===== src/rtl/cdc_pulse_sender.sv =====
// Source side of a pulse crossing: queues local event strobes and launches each
// one as a 4-phase req/ack handshake towards an asynchronous far clock domain.
//
// state   | meaning
// IDLE    | no handshake in flight; launches when events are queued
// REQ     | req_out high, waiting for synchronized ack to rise
// RELEASE | req_out low, waiting for synchronized ack to fall
module cdc_pulse_sender #(
  parameter int CNT_W       = 4,
  parameter int SYNC_STAGES = 2,
  parameter int TIMEOUT     = 1023
) (
  input  logic             clk,
  input  logic             clr_n,
  input  logic             pulse_in,
  input  logic             ack_in,
  input  logic             err_clear,
  output logic             req_out,
  output logic             busy,
  output logic [CNT_W-1:0] pending,
  output logic             overflow,
  output logic             timeout_err
);

  // A zero TIMEOUT still needs a one-bit counter to keep the declarations legal.
  localparam int TO_W = (TIMEOUT > 0) ? $clog2(TIMEOUT + 1) : 1;
  localparam logic [TO_W-1:0]  TO_LAST = TO_W'((TIMEOUT > 0) ? (TIMEOUT - 1) : 0);
  localparam logic [TO_W-1:0]  TO_ONE  = TO_W'(1);
  localparam logic [CNT_W-1:0] PEND_ONE = CNT_W'(1);

  typedef enum logic [1:0] {
    S_IDLE    = 2'd0,
    S_REQ     = 2'd1,
    S_RELEASE = 2'd2
  } state_t;

  state_t                 r_state;
  logic                   r_req;
  logic [TO_W-1:0]        r_to_cnt;
  logic                   r_timeout_err;
  logic                   r_overflow;
  logic [CNT_W-1:0]       r_pending;
  logic [SYNC_STAGES-1:0] r_ack_sync;

  logic w_ack_s;
  logic w_launch;
  logic w_to_hit;
  logic w_full;
  logic w_ovf_set;

  assign w_ack_s   = r_ack_sync[SYNC_STAGES-1];
  assign w_launch  = (r_state == S_IDLE) && (r_pending != '0);
  assign w_to_hit  = (TIMEOUT != 0) && (r_to_cnt == TO_LAST);
  assign w_full    = &r_pending;
  assign w_ovf_set = pulse_in && !w_launch && w_full;

  always_ff @(posedge clk or negedge clr_n) begin
    if (!clr_n) begin
      r_ack_sync <= '0;
    end else begin
      r_ack_sync <= {r_ack_sync[SYNC_STAGES-2:0], ack_in};
    end
  end

  // A simultaneous event and launch leave the queue depth unchanged, even when full.
  always_ff @(posedge clk or negedge clr_n) begin
    if (!clr_n) begin
      r_pending <= '0;
    end else begin
      case ({pulse_in, w_launch})
        2'b10:   if (!w_full) r_pending <= r_pending + PEND_ONE;
        2'b01:   r_pending <= r_pending - PEND_ONE;
        default: r_pending <= r_pending;
      endcase
    end
  end

  always_ff @(posedge clk or negedge clr_n) begin
    if (!clr_n) begin
      r_overflow <= 1'b0;
    end else if (w_ovf_set) begin
      r_overflow <= 1'b1;
    end else if (err_clear) begin
      r_overflow <= 1'b0;
    end
  end

  // Error clear is written first so a timeout in the same cycle overrides it.
  always_ff @(posedge clk or negedge clr_n) begin
    if (!clr_n) begin
      r_state       <= S_IDLE;
      r_req         <= 1'b0;
      r_to_cnt      <= '0;
      r_timeout_err <= 1'b0;
    end else begin
      if (err_clear) r_timeout_err <= 1'b0;
      case (r_state)
        S_IDLE: begin
          r_req    <= 1'b0;
          r_to_cnt <= '0;
          if (w_launch) begin
            r_state <= S_REQ;
            r_req   <= 1'b1;
          end
        end
        S_REQ: begin
          r_req <= 1'b1;
          if (w_ack_s) begin
            r_state  <= S_RELEASE;
            r_req    <= 1'b0;
            r_to_cnt <= '0;
          end else if (w_to_hit) begin
            r_state       <= S_RELEASE;
            r_req         <= 1'b0;
            r_to_cnt      <= '0;
            r_timeout_err <= 1'b1;
          end else begin
            r_to_cnt <= r_to_cnt + TO_ONE;
          end
        end
        S_RELEASE: begin
          r_req <= 1'b0;
          if (!w_ack_s) begin
            r_state  <= S_IDLE;
            r_to_cnt <= '0;
          end else if (w_to_hit) begin
            r_state       <= S_IDLE;
            r_to_cnt      <= '0;
            r_timeout_err <= 1'b1;
          end else begin
            r_to_cnt <= r_to_cnt + TO_ONE;
          end
        end
        default: begin
          r_state  <= S_IDLE;
          r_req    <= 1'b0;
          r_to_cnt <= '0;
        end
      endcase
    end
  end

  assign req_out     = r_req;
  assign busy        = (r_state != S_IDLE) || (r_pending != '0);
  assign pending     = r_pending;
  assign overflow    = r_overflow;
  assign timeout_err = r_timeout_err;

endmodule

===== config.mk =====
export PLATFORM = sky130hd
export DESIGN_NAME = cdc_pulse_sender
export DESIGN_NICKNAME = d
export VERILOG_FILES = /design/src/rtl/cdc_pulse_sender.sv
export SDC_FILE = /design/constraint.sdc
export NUM_CORES = 1
export LEC_CHECK = 0
export ABC_AREA = 0
export CORE_MARGIN = 1
export CORE_UTILIZATION = 45
export CTS_BUF_LIST = sky130_fd_sc_hd__clkbuf_8
export CTS_CLUSTER_SIZE = 40
export DETAILED_ROUTE_END_ITERATION = 6
export DONT_BUFFER_PORTS = 1
export SYNTH_ARGS = -nofsm -noshare
export SYNTH_HDL_FRONTEND = slang
export SYNTH_SLANG_ARGS = --single-unit

===== constraint.sdc =====
create_clock -name clk -period 2.9 [get_ports clk]
set_input_delay 0.58 -clock clk [delete_from_list [all_inputs] [get_ports clk]]
set_output_delay 0.58 -clock clk [all_outputs]
set_load 0.01 [all_outputs]

Word-level counts from Yosys, hierarchy flattened
Cells that the tools add are included.
Widths: inputs -> output; s select.
{ "classes": {"addsub": 3, "n_eq_ne": 9, "muxes": 23, "reduce_logical": 13} }
{ "op_table": {"columns": ["operator", "n"], "rows": [
  ["$mux 10", 3],
  ["$pmux 10 s2", 1],
  ["$add 10x1->10 const B", 1],
  ["$eq 10x10->1 const B", 1],
  ["$mux 2", 5],
  ["$mux 1", 9],
  ["$pmux 4 s2", 1],
  ["$ne 3x3->1 const B", 2],
  ["$pmux 2 s3", 1],
  ["$reduce_bool 2->1", 3],
  ["$add 4x1->4 const B", 1],
  ["$eq 2x1->1 const B", 2],
  ["$eq 2x2->1 const B", 2],
  ["$mux 4", 1],
  ["$ne 2x2->1 const B", 2],
  ["$pmux 1 s2", 2],
  ["$reduce_and 4->1", 1],
  ["$reduce_bool 4->1", 1],
  ["$sub 4x1->4 const B", 1],
  ["$logic_and 1x1->1", 3],
  ["$reduce_and 3->1", 1],
  ["$logic_not 2->1", 1],
  ["$reduce_and 2->1", 1],
  ["$logic_not 1->1", 1],
  ["$logic_or 1x1->1", 1]
]} }
{ "word_totals": {"register_bits": 21, "input_bits": 5, "output_inout_bits": 8, "elab_cells": 55} }

Longest topological paths before layout
Gate-level depths: netlist of run 1.
{ "depth": {"ltp_word": 6, "mapped_depth": 9, "mapped_depth_nobuf": 9} }

Worst setup path after synthesis of run 1
OpenSTA, ideal clock, no wires.
{ "synth_timing": {"path_kind": "reg-to-reg", "start": "register r_pending[1] (netlist: pending[1])", "end": "register r_pending[2] (netlist: pending[2])", "arrival_time_ps": 2236, "required_time_ps": 2820, "slack_ps": 584, "stages_incl_launch_ff": 9, "synth_period_minus_slack_ps": 2316, "cell_sequence": "dfrtp_1 -> buf_6 -> nor4_2 -> nor2_1 -> xor2_1 -> ha_1 -> or4_4 -> a221oi_2 -> xor2_1"} }
{ "synth_between": {"elab_chain_cells": 5, "word_cells_on_any_way": 12} }
{ "synth_lines": {"columns": ["item", "line_no", "source"], "rows": [
  ["from (decl)", "42", "logic [CNT_W-1:0] r_pending;"],
  ["from (signal assigned)", "71", "2'b10: if (!w_full) r_pending <= r_pending + PEND_ONE;"],
  ["from (signal assigned)", "72", "2'b01: r_pending <= r_pending - PEND_ONE;"],
  ["from (signal assigned)", "73", "default: r_pending <= r_pending;"],
  ["parallel branches: the longest is 5 deep, another holds $add 4x1->4", null, null]
]} }
Several ways; the timed one is not identified. The select of a mux whose other input is x is not followed.
A chain may end at the register's enable or synchronous reset.

Worst setup path after layout of run 1
{ "layout_timing": {"start": "register r_pending[0] (netlist: pending[0])", "end": "register r_pending[2] (netlist: pending[2])"} }
The elaborated chain is that of the path after synthesis.

==> results.cfg, run 1 <==
[clock_tree]
cts_buffers = 3
cts_buffer_depth = 2
cts_resized = 0
cts_root_buffer = clkbuf_8
post-cts-setup-buffers = 0
cts_tree = done
htree_levels = 1
clock_sinks = 21
insertion_delay_ps = 260
hold_buffers = 0
clk_pin_slew_worst_paths_ps = 80

[yosys]
syn-mean-instance-area_um2 = 10.2
synth_edf_count = 0
ys_seq_elements = 21
netlist.area_leader.share_pct = 47.6
yosysTopAreaCell = dfrtp_1
yosysUniqueCellTypes = 33
synthCells = 108
synth_area_leaders = dfrtp_1 (48%), ha_1 (6.8%), xor2_1 (4.8%)
yosysWarnings = 0
synthArstFlopShare_pct = 100
ys_seq_area_share_pct = 47.6
netlist_area_um2 = 1100
netlist_top_cells_count = dfrtp_1 (21), nor2_1 (11), nand3_1 (9)
ys.flop_type = dfrtp_1
synthMostInstantiatedCell = dfrtp_1
syn_nets = 119

[drt]
dr.first_iter.drc_count = 18
post-route-drc-count = 0
drt-pass1-iter-count = 4
routedWlPerCell_um = 14.6
vias = 802
wl_um = 2040
avgViaCountPerCell = 5.73
drt.antenna.violating_nets = 0

[setup_path]
crit_required_ps = 3090
worstSetupEndpointType = register
endpoint = pending[2]$_DFFE_PN0P_
crit_type = register to register
timing.rr.start = pending[0]$_DFFE_PN0P_
critical_path.startpoint = pending[0]$_DFFE_PN0P_
crit_path_start_kind = register
r2r_cells = 7
rr_endpoint = pending[2]$_DFFE_PN0P_
worstPathMaxFanout = 8
cp.arrival_ps = 2730
ff2ff_setup_slack_ps = 360

[timing]
rsz0062_at_grt = no
period_minus_slack_ps = 2540
skew_ps = 5.10
hold_viol_final = 0
setup_tns_ps = 0
max_freq_ghz = 0.393
finalSetupViolations = 0
tightest_slew_ps = 514
finalCritPeriodShare_pct = 87.7
slew_headroom_pct = 65.6
final-max-slew-violation-count = 0

[layout]
insertedDiodeCount = 0
seqCellArea_um2 = 526
drive_above_1_share_pct = 5.36
nets = 124
post-route-util_pct = 52.5
nFillCells = 217
area_delta_synth_final_pct = 7.14
multiInputGateArea_um2 = 542

[floorplan]
dieWidth_um = 51.6
boundaryPins = 13
core_um2 = 2250
start_util_pct = 49.0
die_h_um = 51.6
rows = 17
design.die.area_um2 = 2660

[global_route]
grt_pass1_vias = 796
grt_max_degree = 22
grtUsageTotal_pct = 17.7
grt.overflow.total = 0
antenna_found_initial = 0
grt_pass1_wl_um = 3480

[pwr]
p_leak_nw = 0.502
peakVddDrop_v = 0.000474
pwr_density_cell_nw_per_um2 = 849

[placed_design]
gp_congestion = 0.763
hpwlAfterDp_um = 1420
port_buffers = 0

[min_path]
hold_class = primary input to async pin

[flow_run]
max-cap-violations = 0

[outcome]
outcome = complete, no violations
==> worst max-delay path, stage by stage (launching register included) <==
cell and delay, ps:
dfrtp_1 520, nor4_2 530, nor2_1 130, xor2_1 170, ha_1 210, or4_4 510
a221oi_2 250, xor2_1 160
==> where the power goes <==
group	internal (W)	total (W)	switching, W
Combinational	0.000158	0.000345	0.000187
Sequential	0.000356	0.000471	0.000115
Clock	0.0000943	0.000188	0.0000940
==> stage by stage <==
stage	worst slack, ps	area [µm²]	total power [W]	hold WS [ps]	std cells
2_1_floorplan	584	1100	0.000747	284	108
3_3_place_gp	515	1130	0.000805	285	135
3_5_place_dp	416	1130	0.000814	285	135
4_1_cts	382	1170	0.00100	2.28	139
5_1_grt	244	1180	0.00109	0.765	140
6_report	357	1180	0.00100	12.0	140
==> cells by family (layout without fill, tap and decap cells) <==
group	after synthesis	count (layout)	synth area share [%]
AND/OR/NAND/NOR	39	39	18.5
adder cells (fa/ha/maj)	6	6	6.79
flip-flops	21	21	47.6
AO/OA/AOI/OAI	23	23	14.4
XOR/XNOR	8	8	6.34
multiplexers	3	3	3.06
buffers and inverters	8	12	3.40
==> final cells by class <==
cell class | count | share of cell area, %
multi-input combinational | 79 | 45.8
timing repair buffer | 1 | 0.846
inverter | 7 | 2.22
tap | 28 | 2.96
clock buffer | 3 | 3.49
sequential | 21 | 44.4
clock inverter | 1 | 0.317
==> state kept, by name (all words and copies together) (netlist names) <==
name	cells
overflow	1
pending	4
r_ack_sync	2
r_state	2
r_to_cnt	10
req_out	1
timeout_err	1
==> per-layer routing <==
layer	vias up	routed length [µm]	global-route usage [%]
li1	393	-	-
met1	380	1070	24.9
met2	27	856	26.4
met3	2	100	3.22
met4	0	16	7.66
met5	-	0	0
==> worst min path at each step <==
stage / from / end / slack [ps] / depth (start not counted)
finish: clr_n / r_to_cnt[1]$_DFF_PN0_ / 10 / 0
global route: clr_n / r_state[1]$_DFFE_PN0P_ / 0.8 / 0
CTS: clr_n / overflow$_DFFE_PN0P_ / 2 / 0
detailed placement: clr_n / overflow$_DFFE_PN0P_ / 280 / 0
global placement: clr_n / overflow$_DFFE_PN0P_ / 280 / 0
floorplan: clr_n / overflow$_DFFE_PN0P_ / 280 / 0
==> layout by cell type, fill, tap and decap left out, types with 2 or more instances in the layout <==
master / instances
nand3_1: 9
mux2_1: 3
o31ai_1: 2
o21ai_0: 5
clkbuf_8: 3
dfrtp_1: 21
a21oi_1: 6
ha_1: 6
inv_1: 8
nor2_1: 11
nand4_1: 2
xor2_1: 6
nand2_1: 7
o21ai_1: 2
xnor2_1: 2
No activity file was read; power rests on OpenSTA's default activity.
==> run 2: changes to the inputs <==
Clock period 2.9 ns to 2.7 ns, I/O delays scaled along.
==> results.cfg, run 2 (synthesis results as in run 1) <==
[outcome]
outcome = complete, no violations

[floorplan]
design.die.area_um2 = 2660
rows = 17
core_um2 = 2250
dieWidth_um = 51.6
start_util_pct = 49.0
boundaryPins = 13
die_h_um = 51.6

[clock_tree]
cts_tree = done
post-cts-setup-buffers = 0
cts_buffers = 3
cts_root_buffer = clkbuf_8
insertion_delay_ps = 250
cts_buffer_depth = 2
hold_buffers = 1
clk_pin_slew_worst_paths_ps = 70
clock_sinks = 21
cts_resized = 0
htree_levels = 1

[layout]
top_register = r_to_cnt
drive_above_1_share_pct = 7.08
nets = 125
final_cell_mix = dfrtp_1 (21), nor2_1 (11), nand3_1 (9)
multiInputGateArea_um2 = 542
area_delta_synth_final_pct = 7.93
seqCellArea_um2 = 526
nFillCells = 220
insertedDiodeCount = 0
largest_reg_flops = 10
final_common_cell = dfrtp_1

[timing]
finalSetupViolations = 0
rsz0062_at_grt = no
whs_ps = 307
final-max-slew-violation-count = 0
skew_ps = 1.21
tightest_slew_ps = 958
finalCritPeriodShare_pct = 91.0
setup_tns_ps = 0
period_minus_slack_ps = 2460
slew_headroom_pct = 35.9
hold_viol_final = 0
max_freq_ghz = 0.407

[pwr]
p_int_w = 0.000664
p_seq_share_pct = 44.6
comb_power_share_pct = 37.1
swShare_pct = 38.9
pwr-share-clk_pct = 18.4
pwr_density_cell_nw_per_um2 = 912
peakVddDrop_v = 0.000598
p_leak_nw = 0.505
netSwitchingPower_w = 0.000423

[setup_path]
cp.buffers_inverters = 0
slowest_delay_ps = 510
worstSetupEndpointType = register
cp.depth = 7
path_cells = nor4_2, nor2_1, xor2_1, ha_1, or4_4, a221oi_2, xor2_1
path_delay_family = simple AND/OR/NAND/NOR gates
crit_type = register to register
crit_required_ps = 2880
worstPathMaxFanout = 9
cp.arrival_ps = 2640
r2r_cells = 7
slowest_stage = dfrtp_1
cpMostUsedCell = xor2_1
crit_path_start_kind = register

[drt]
drt.antenna.violating_nets = 0
post-route-drc-count = 0
vias = 787
avgViaCountPerCell = 5.58
wl_um = 1980
drt-pass1-iter-count = 4
routedWlPerCell_um = 14.0
dr.first_iter.drc_count = 17

[global_route]
antenna_found_initial = 0
grt.overflow.total = 0
grt_pass1_wl_um = 3370
grt_max_degree = 22
grtUsageTotal_pct = 17.7
grt_pass1_vias = 738

[placed_design]
hpwlAfterDp_um = 1400
gp_congestion = 0.821
port_buffers = 0

[min_path]
hold_class = primary input to register
hold_depth = 0

[flow_run]
max-cap-violations = 0
-- run 2: cell count changes in the layout (fill, tap and decap cells not counted), sizes merged --
cell | before | now
inv | 8 | 7
clkinv | 0 | 1
buf | 0 | 1
-- run 2: metrics by stage --
stage / std cells / utilization [%] / instance area [µm²] / power [W] / setup WS, ps
global placement: 136 / 50.4 / 1140 / 0.000880 / 340
finish: 141 / 52.9 / 1190 / 0.00109 / 243
global route: 141 / 52.9 / 1190 / 0.00119 / 48.1
CTS: 141 / 52.9 / 1190 / 0.00111 / 242
floorplan: 108 / - / 1100 / 0.000803 / 384
detailed placement: 136 / 50.4 / 1140 / 0.000885 / 286
-- run 2: area by class of cell --
class	count	area share, %
Sequential cell	21	44.1
Multi-Input combinational cell	79	45.4
Inverter	7	2.20
Clock inverter	1	0.420
Timing Repair Buffer	2	1.47
Clock buffer	3	3.46
Tap cell	28	2.94
-- run 2: power by group through the flow --
| stage | clock [W] | combinational, W | sequential (W) |
|---|---|---|---|
| final | 0.000200 | 0.000403 | 0.000485 |
| after global routing | 0.000227 | 0.000462 | 0.000497 |
| after CTS | 0.000213 | 0.000409 | 0.000484 |
| after detailed placement | 0 | 0.000395 | 0.000490 |
| after global placement | 0 | 0.000392 | 0.000487 |
| after floorplan | 0 | 0.000329 | 0.000474 |
-- run 2: final timing paths --
| kind | start | to | slack, ps |
|---|---|---|---|
| setup / recovery | pending[1]$_DFFE_PN0P_ | pending[2]$_DFFE_PN0P_ | 240 |
| hold / removal | ack_in | r_ack_sync[0]$_DFF_PN0_ | 310 |
| setup reg to reg | pending[1]$_DFFE_PN0P_ | pending[2]$_DFFE_PN0P_ | 240 |
| hold reg to reg | r_ack_sync[0]$_DFF_PN0_ | r_ack_sync[1]$_DFF_PN0_ | 360 |
| max in group asynchronous | clr_n | r_to_cnt[4]$_DFF_PN0_ | 1240 |
| min in group asynchronous | clr_n | r_to_cnt[5]$_DFF_PN0_ | 880 |
-- run 2: layer usage --
layer	track usage, %	up-vias	share of wire [%]
li1	-	394	-
met1	24.3	375	51
met2	26.0	16	43
met3	5.85	2	4.7
met4	5.86	0	0.81
met5	0	-	0
==> run 3: changes to the inputs <==
Settings changed: ABC_AREA 0 to 1.
==> results.cfg, run 3 <==
[outcome]
outcome = complete, no violations

[clock_tree]
cts_resized = 0
cts_buffers = 3
cts_tree = done
insertion_delay_ps = 260
clk_pin_slew_worst_paths_ps = 70
htree_levels = 1
cts_buffer_depth = 2
cts_root_buffer = clkbuf_8
clock_sinks = 21

[drt]
drt-pass1-iter-count = 4
top_layer = met4
avgViaCountPerCell = 4.85
wl_um = 1950
post-route-drc-count = 0
vias = 795
drt.antenna.violating_nets = 0
met2_length_um = 903
routedWlPerCell_um = 11.9
dr.first_iter.drc_count = 10
m1WireLength_um = 931
wl_met3_um = 101

[yosys]
netlist_top_cells_count = nand2_1 (24), dfrtp_1 (21), inv_1 (20)
yosysTopAreaCell = dfrtp_1
synthMostInstantiatedCell = nand2_1
yosysUniqueCellTypes = 25
syn-mean-instance-area_um2 = 9.02
ys_seq_elements = 21
syn_nets = 140
netlist.area_leader.share_pct = 45.2
ys.flop_type = dfrtp_1
synthCells = 129
ys_seq_area_share_pct = 45.2
synthArstFlopShare_pct = 100
synth_edf_count = 0
netlist_area_um2 = 1160
yosysWarnings = 0
synth_area_leaders = dfrtp_1 (45%), nand2_1 (7.7%), ha_1 (6.5%)

[layout]
area_delta_synth_final_pct = 7.96
nFillCells = 231
top_register = r_to_cnt
nets = 146
insertedDiodeCount = 0
final_common_cell = nand2_1
largest_reg_flops = 10
drive_above_1_share_pct = 14.2
final_cell_mix = nand2_1 (24), inv_1 (21), dfrtp_1 (21)

[floorplan]
die_h_um = 52.9
dieWidth_um = 52.9
design.die.area_um2 = 2790
start_util_pct = 47.4
core_um2 = 2450
boundaryPins = 13
rows = 18

[timing]
max_freq_ghz = 0.541
period_minus_slack_ps = 1850
skew_ps = 0.577
finalSetupViolations = 0
slew_headroom_pct = 40.0
hold_viol_final = 0
final-max-slew-violation-count = 0
setup_tns_ps = 0
tightest_slew_ps = 897
timing.final.ws_setup_ps = 851
finalCritPeriodShare_pct = 68.5
rsz0062_at_grt = no

[placed_design]
hpwlAfterDp_um = 1480
port_buffers = 0
dpl_worst_slack_ps = 912
gp_congestion = 0.729

[global_route]
grt_max_degree = 22
grtUsageTotal_pct = 18.0
grt_pass1_vias = 851
antenna_found_initial = 0
grt.overflow.total = 0
grt_pass1_wl_um = 3590

[setup_path]
crit_type = register to primary output
worstSetupEndpointType = primary output
crit_path_start_kind = register
worstPathMaxFanout = 6
cp.arrival_ps = 1310
crit_required_ps = 2160

[pwr]
pwr_density_cell_nw_per_um2 = 964
peakVddDrop_v = 0.000619
p_leak_nw = 0.641

[flow_run]
max-cap-violations = 0

[min_path]
hold_class = primary input to register
run 3: cell count changes after synthesis, sizes merged, moves of 3 or more:
| cell | change |
|---|---|
| o21ai | -4 |
| a21oi | -5 |
| nand3 | +3 |
| nand2 | +24 |
| inv | +13 |
| nor2 | +5 |
run 3: worst paths after layout:
| kind | startpoint | endpoint | slack (ps) | cells past startpoint |
|---|---|---|---|---|
| min reg2reg | r_ack_sync[0]$_DFF_PN0_ | r_ack_sync[1]$_DFF_PN0_ | 360 | 0 |
| max reg2reg | r_state[0]$_DFFE_PN0P_ | pending[2]$_DFFE_PN0P_ | 900 | 11 |
| max in group asynchronous | clr_n | r_to_cnt[0]$_DFF_PN0_ | 1300 | 1 |
| min | ack_in | r_ack_sync[0]$_DFF_PN0_ | 300 | 0 |
| min in group asynchronous | clr_n | r_to_cnt[5]$_DFF_PN0_ | 850 | 1 |
| max | r_state[0]$_DFFE_PN0P_ | busy | 850 | 3 |
run 3: per-layer routing:
layer | track usage, % | vias to the layer above
met3 | 7.18 | 2
met2 | 28.7 | 17
met5 | 0 | -
li1 | - | 417
met4 | 6.14 | 0
met1 | 21.9 | 359
run 3: logic make-up after synthesis:
group | count (synthesis) | share of synthesized area [%]
flip-flops | 21 | 45.2
multiplexers | 1 | 1.29
adder cells (fa/ha/maj) | 6 | 6.45
XOR/XNOR | 8 | 6.02
buffers and inverters | 20 | 6.45
AND/OR/NAND/NOR | 65 | 30.3
AO/OA/AOI/OAI | 8 | 4.30
run 3: power breakdown:
group | leakage, nW | switching [W] | internal, W
clock | 0.0269 | 0.000102 | 0.000101
combinational | 0.339 | 0.000324 | 0.000204
sequential | 0.276 | 0.0000980 | 0.000380
total | 0.641 | 0.000525 | 0.000686
run 3: area by class of cell:
class	instances	area, µm²	share of cell area, %
clock buffer	3	41.3	3.29
clock inverter	1	3.75	0.299
inverter	20	75.1	5.98
multi-input combinational	88	563	44.8
sequential	21	526	41.8
tap	30	37.5	2.99
timing repair buffer	1	10.0	0.797
run 3: per-stage QoR:
stage | total power [W] | cells | instance area (µm²) | hold slack, ps | util (%)
finish | 0.00121 | 164 | 1260 | 302 | 51.2
global route | 0.00133 | 164 | 1260 | 283 | 51.2
CTS | 0.00122 | 164 | 1260 | 299 | 51.2
detailed placement | 0.00101 | 159 | 1200 | 245 | 48.9
global placement | 0.000988 | 159 | 1200 | 245 | 48.9
floorplan | 0.000902 | 129 | 1160 | 244 | -
run 3: critical path, stage by stage (launching register included):
cell and delay [ps]:
dfrtp_1 410, inv_1 90, ha_1 320, nand3_1 230
run 3: timing repair:
action                    in CTS  in global routing
hold buffers                   1                  0
setup buffers                  0                  0
hold endpoints to repair      21                  0
